File: config.mk
export PLATFORM = sky130hd
export DESIGN_NAME = sync_fifo_prog
export DESIGN_NICKNAME = d
export VERILOG_FILES = /design/src/rtl/sync_fifo_pkg.sv /design/src/rtl/sync_fifo_ram.sv /design/src/rtl/sync_fifo_prog.sv
export SDC_FILE = /design/constraint.sdc
export NUM_CORES = 1
export LEC_CHECK = 0
export CORE_UTILIZATION = 40
export CTS_BUF_LIST = sky130_fd_sc_hd__clkbuf_16
export DETAILED_ROUTE_END_ITERATION = 7
export GPL_ROUTABILITY_DRIVEN = 0
export SLEW_MARGIN = 20
export SYNTH_ARGS = -nofsm -noshare
export SYNTH_HDL_FRONTEND = slang
export SYNTH_SLANG_ARGS = --single-unit
export TNS_END_PERCENT = 30
File: constraint.sdc
create_clock -name clk_i -period 2.7 [get_ports clk_i]
set_input_delay 0.405 -clock clk_i [delete_from_list [all_inputs] [get_ports clk_i]]
set_output_delay 0.405 -clock clk_i [all_outputs]
set_load 0.1 [all_outputs]
File: src/rtl/sync_fifo_pkg.sv
// sync_fifo_pkg: shared error type, error bit positions and sizing helper for sync_fifo_prog
package sync_fifo_pkg;

  typedef struct packed {
    logic underflow;
    logic overflow;
  } fifo_err_t;

  localparam int ERR_OVF_BIT = 0;
  localparam int ERR_UDF_BIT = 1;

  function automatic int clog2_min1(input int n);
    return (n <= 2) ? 1 : $clog2(n);
  endfunction

endpackage

File: src/rtl/sync_fifo_ram.sv
// sync_fifo_ram: DEPTH x WIDTH storage, one write port, registered or asynchronous read port
module sync_fifo_ram #(
  parameter int WIDTH      = 8,
  parameter int DEPTH      = 16,
  parameter int ADDR_WIDTH = 4,
  parameter bit REG_RD     = 1'b1
) (
  input  logic                  clk_i,
  input  logic                  rst_i,
  input  logic                  we_i,
  input  logic [ADDR_WIDTH-1:0] waddr_i,
  input  logic [WIDTH-1:0]      wdata_i,
  input  logic                  re_i,
  input  logic [ADDR_WIDTH-1:0] raddr_i,
  output logic [WIDTH-1:0]      rdata_o
);

  logic [WIDTH-1:0] mem [DEPTH];

  always_ff @(posedge clk_i)
    if (we_i) mem[waddr_i] <= wdata_i;

  if (REG_RD) begin : g_reg
    always_ff @(posedge clk_i or posedge rst_i)
      if (rst_i) rdata_o <= '0;
      else if (re_i) rdata_o <= mem[raddr_i];
  end else begin : g_async
    logic unused_ctl;
    assign unused_ctl = rst_i ^ re_i;
    assign rdata_o = mem[raddr_i];
  end

endmodule

File: src/rtl/sync_fifo_prog.sv
// sync_fifo_prog: synchronous FIFO with fill count, programmable almost flags and sticky errors
// define SYNC_FIFO_FWFT_EN for first-word-fall-through reads
module sync_fifo_prog
  import sync_fifo_pkg::*;
#(
  parameter int WIDTH      = 8,
  parameter int DEPTH      = 16,
  parameter int AF_LEVEL   = DEPTH - 2,
  parameter int AE_LEVEL   = 2,
  parameter int ADDR_WIDTH = clog2_min1(DEPTH)
) (
  input  logic                  clk_i,
  input  logic                  rst_i,
  input  logic [WIDTH-1:0]      wdata_i,
  input  logic                  wr_en_i,
  input  logic                  rd_en_i,
  input  logic                  err_clr_i,
  output logic [WIDTH-1:0]      rdata_o,
  output logic                  empty_o,
  output logic                  full_o,
  output logic                  almost_empty_o,
  output logic                  almost_full_o,
  output logic [ADDR_WIDTH:0]   count_o,
  output logic                  error_o,
  output logic [1:0]            err_code_o
);

  localparam logic [ADDR_WIDTH:0] AF_L = (ADDR_WIDTH+1)'(AF_LEVEL);
  localparam logic [ADDR_WIDTH:0] AE_L = (ADDR_WIDTH+1)'(AE_LEVEL);

  if (DEPTH < 4 || (DEPTH & (DEPTH - 1)) != 0) begin : g_bad_depth
    $fatal(1, "sync_fifo_prog: DEPTH must be a power of 2 and at least 4");
  end
  if (AF_LEVEL < 1 || AF_LEVEL > DEPTH) begin : g_bad_af
    $fatal(1, "sync_fifo_prog: AF_LEVEL must be in 1..DEPTH");
  end
  if (AE_LEVEL < 0 || AE_LEVEL > DEPTH - 1) begin : g_bad_ae
    $fatal(1, "sync_fifo_prog: AE_LEVEL must be in 0..DEPTH-1");
  end

  logic [ADDR_WIDTH:0] wr_ptr, rd_ptr, wr_ptr_n, rd_ptr_n, count_n;
  logic [WIDTH-1:0]    ram_rdata;
  logic                rd_acc, wr_acc, ovf, udf;
  fifo_err_t           err_q, err_n;

`ifdef SYNC_FIFO_FWFT_EN
  localparam bit REG_RD = 1'b0;
  logic [WIDTH-1:0] hold_q;
  // last displayed word is kept so rdata_o stays stable once the FIFO drains
  always_ff @(posedge clk_i or posedge rst_i)
    if (rst_i) hold_q <= '0;
    else if (~empty_o) hold_q <= ram_rdata;
  assign rdata_o = empty_o ? hold_q : ram_rdata;
`else
  localparam bit REG_RD = 1'b1;
  assign rdata_o = ram_rdata;
`endif

  always_comb begin
    rd_acc          = rd_en_i & ~empty_o;
    wr_acc          = wr_en_i & (~full_o | rd_acc);
    ovf             = wr_en_i & full_o & ~rd_acc;
    udf             = rd_en_i & empty_o;
    wr_ptr_n        = wr_ptr + (ADDR_WIDTH+1)'(wr_acc);
    rd_ptr_n        = rd_ptr + (ADDR_WIDTH+1)'(rd_acc);
    count_n         = count_o + (ADDR_WIDTH+1)'(wr_acc) - (ADDR_WIDTH+1)'(rd_acc);
    err_n.overflow  = ovf | (err_q.overflow & ~err_clr_i);
    err_n.underflow = udf | (err_q.underflow & ~err_clr_i);
  end

  always_ff @(posedge clk_i or posedge rst_i)
    if (rst_i) begin
      wr_ptr         <= '0;
      rd_ptr         <= '0;
      count_o        <= '0;
      empty_o        <= 1'b1;
      full_o         <= 1'b0;
      almost_empty_o <= 1'b1;
      almost_full_o  <= 1'b0;
      err_q          <= '0;
      error_o        <= 1'b0;
    end else begin
      wr_ptr         <= wr_ptr_n;
      rd_ptr         <= rd_ptr_n;
      count_o        <= count_n;
      empty_o        <= wr_ptr_n == rd_ptr_n;
      full_o         <= wr_ptr_n == {~rd_ptr_n[ADDR_WIDTH], rd_ptr_n[ADDR_WIDTH-1:0]};
      almost_empty_o <= count_n <= AE_L;
      almost_full_o  <= count_n >= AF_L;
      err_q          <= err_n;
      error_o        <= |err_n;
    end

  assign err_code_o = err_q;

  sync_fifo_ram #(
    .WIDTH      (WIDTH),
    .DEPTH      (DEPTH),
    .ADDR_WIDTH (ADDR_WIDTH),
    .REG_RD     (REG_RD)
  ) u_ram (
    .clk_i   (clk_i),
    .rst_i   (rst_i),
    .we_i    (wr_acc),
    .waddr_i (wr_ptr[ADDR_WIDTH-1:0]),
    .wdata_i (wdata_i),
    .re_i    (rd_acc),
    .raddr_i (rd_ptr[ADDR_WIDTH-1:0]),
    .rdata_o (ram_rdata)
  );

endmodule

==> results.yml <==
clocking:
  cts.htree.levels: 4
  cts_sinks: 158
  root_buffer: "clkbuf_16"
  clkTransAtPathRegs_ns: 0.06
  clock_path_buffers: 2
  cts_tree: "yes"
  cts_resized: 0
  postCtsSetupBuffers: 0
  numCtsBuffers: 17
  hold_buffers: 0
  clk_latency_ns: 0.42
worst_setup_path:
  slowest_stage: "dfstp_4"
  reg2reg_to: "empty_o"
  crit_fanout: 5
  cp.arrival_ns: 2.89
  cp_cell_sequence: "nand2b_4, nand2_1, nand2_1, buf_4, inv_1, ha_1, ha_1, xor2_2, xor2_1, or3_4, nor3_2"
  path_delay_family: "simple AND/OR/NAND/NOR gates"
  cp.required_ns: 3.05
  crit_buf_inv: 2
  crit_type: "flip-flop to flip-flop"
  r2r-start: "empty_o"
  rr_worst_depth: 11
  crit_path_start_kind: "flip-flop"
  crit_path_max_incr_delay_ns: 0.63
  end_kind: "flip-flop"
  rrSetupSlack_ns: 0.16
floorplan:
  die_y_um: 128
  io_pins: 33
  placementRows: 45
  coreArea_sq_um: 15400
  die_w_um: 128
  die-area_sq_um: 16400
  start_util_pct: 41.4
detailed_routing:
  drc_errors: 0
  drtIter0Drc: 247
  drt_wl_total_mm: 13.1
  drt_pass1_iterations: 4
  vias: 3477
  ant_nets: 0
  vias_per_cell: 5.00
  routedWlPerCell_um: 18.9
pwr:
  leakage_nw: 2.92
  ir_worst_vdd_mv: 0.830
  p_per_area_nw_per_um2: 1230
grt:
  antenna_found_initial: 0
  overflow: 0
  grt_pass1_vias: 3475
  grt_max_degree: 65
  grtUsageTotal_pct: 17.3
  grt_first_pass_wirelength_mm: 20.1
hold_path:
  hold_class: "primary input to async pin"
final_layout:
  layout-drive-gt1-share_pct: 19.4
  syn2layout_area_growth_pct: 20.0
  antennaDiodeCount: 0
  fillCellCount: 1293
  final_nets: 494
sta:
  tightest_slew_ns: 0.803
  setup_viol: 0
  min_period_ns: 2.54
  hold_viol_final: 0
  fmax_ghz: 0.393
  slew_headroom_pct: 46.5
  holdWs_ns: 0.338
  fin_skew_ns: 0.00742
  maxSlewViolCount: 0
  finalSetupTns_ns: 0
  rsz0062_at_grt: "false"
  finalCritPeriodShare_pct: 94.2
logic_synthesis:
  synth_cell_types: 37
  ys_seq_area_share_pct: 72.3
  synth_ff_type: "edfxtp_1"
  async_flop_share_pct: 19.0
  synth_edf_count: 128
  syn_inst: 408
  syn_area_per_cell_sq_um: 15.6
  yosys_warnings: 0
  ys_ff_latch: 158
  synth_area_sq_um: 6360
  syn_nets: 431
run:
  drv_cap: 0
outcome:
  status: "finished clean"
placement:
  hpwl_mm: 8.43
  port_buffers: 32
state kept, by name, indices dropped and copies added (netlist names):
signal / count
almost_empty_o: 1
almost_full_o: 1
count_o: 5
empty_o: 1
err_code_o: 2
error_o: 1
full_o: 1
rd_ptr: 5
u_ram.mem: 128
u_ram.rdata_o: 8
wr_ptr: 5
per-stage QoR:
stage	util (%)	power (W)	setup WS [ns]	area (sq um)	instances
after floorplan	-	0.00628	-0.0265	6400	408
after global placement	46.1	0.00717	-0.0521	7090	663
after detailed placement	46.1	0.00724	-0.0981	7090	663
after CTS	49.6	0.00945	0.132	7630	695
after global routing	49.6	0.00983	0.0122	7630	695
final	49.6	0.00936	0.155	7630	695
worst max path at each step:
stage,slack [ns],start,cells after the start,to
2_1_floorplan,-0.03,empty_o,11,almost_full_o
3_5_place_dp,-0.1,rd_en_i,12,almost_empty_o
6_report,0.16,empty_o,11,empty_o
3_3_place_gp,-0.05,rd_en_i,12,almost_full_o
4_1_cts,0.13,empty_o,11,full_o
5_1_grt,0.01,empty_o,11,full_o
metal layers:
layer | global-route usage (%) | part of all wire (%) | up-vias
met1 | 22.5 | 44 | 1733
met2 | 28.1 | 50 | 73
met4 | 5.88 | 1.2 | 0
li1 | - | - | 1655
met5 | 0 | 0 | -
met3 | 4.59 | 5.4 | 16
placed cells by master, fill, tap and decap left out, types with 2 or more instances in the layout:
cell             Yosys  final
a21o_1               2      2
a21oi_1             18     17
a22oi_1             16     16
buf_4                2     50
bufinv_16            0      2
clkbuf_16            0     17
clkdlybuf4s50_1      0     12
clkinv_1             0      5
clkinv_2             0      3
dfrtp_1             28     27
edfxtp_1           128    128
ha_1                 9      8
inv_1               12     16
mux2i_1             64     64
nand2_1             28     28
nand3_1             30     30
nand3b_1             3      3
nor2_1              11     11
nor2b_1              2      2
nor3_1               3      3
nor4_2               0      3
o21ai_0              2      2
xnor2_1              5      4
xor2_1               9      9
synthesized netlist by cell type (all sizes together), types with 2 or more instances:
library cell  instances  area [sq um]
mux2i                64           641
edfxtp              128          3840
nor4                  3          18.8
dfrtp                28           701
o21ai                 2          10.0
nor2                 11          41.3
a22oi                16           120
a21oi                18          90.1
xor2                 10          95.1
nor3                  4          25.0
nand3b                3          22.5
inv                  12          45.0
nand3                30           150
buf                  11          66.3
ha                    9           113
nand2b                2          12.5
clkbuf                8          31.3
dfstp                 2          52.6
xnor2                 5          43.8
nand2                28           105
nor2b                 2          12.5
a21o                  2          15.0
area by class of cell:
class                           count  area (sq um)  share of cell area [%]
Inverter                           12          45.0                   0.590
Timing Repair Buffer               63           507                    6.64
Clock inverter                     15           116                    1.52
Clock buffer                       17           425                    5.57
Sequential cell                   158          4600                    60.3
Multi-Input combinational cell    219          1670                    21.9
Tap cell                          211           264                    3.46
cell families after synthesis:
group	Yosys count	share of synthesized area (%)
simple gates	90	7.06
flops	158	72.3
compound gates	40	4.07
buf+inv	31	2.24
mux	64	10.1
xor+xnor	15	2.18
fa+ha+maj	10	2.09
power breakdown:
part | leakage [nW] | internal, W | switching [W] | total (W)
Sequential | 1.52 | 0.00309 | 0.000267 | 0.00336
Clock | 0.279 | 0.00132 | 0.000879 | 0.00220
Combinational | 1.12 | 0.00125 | 0.00255 | 0.00380
Power figures use the tool's default switching activity.
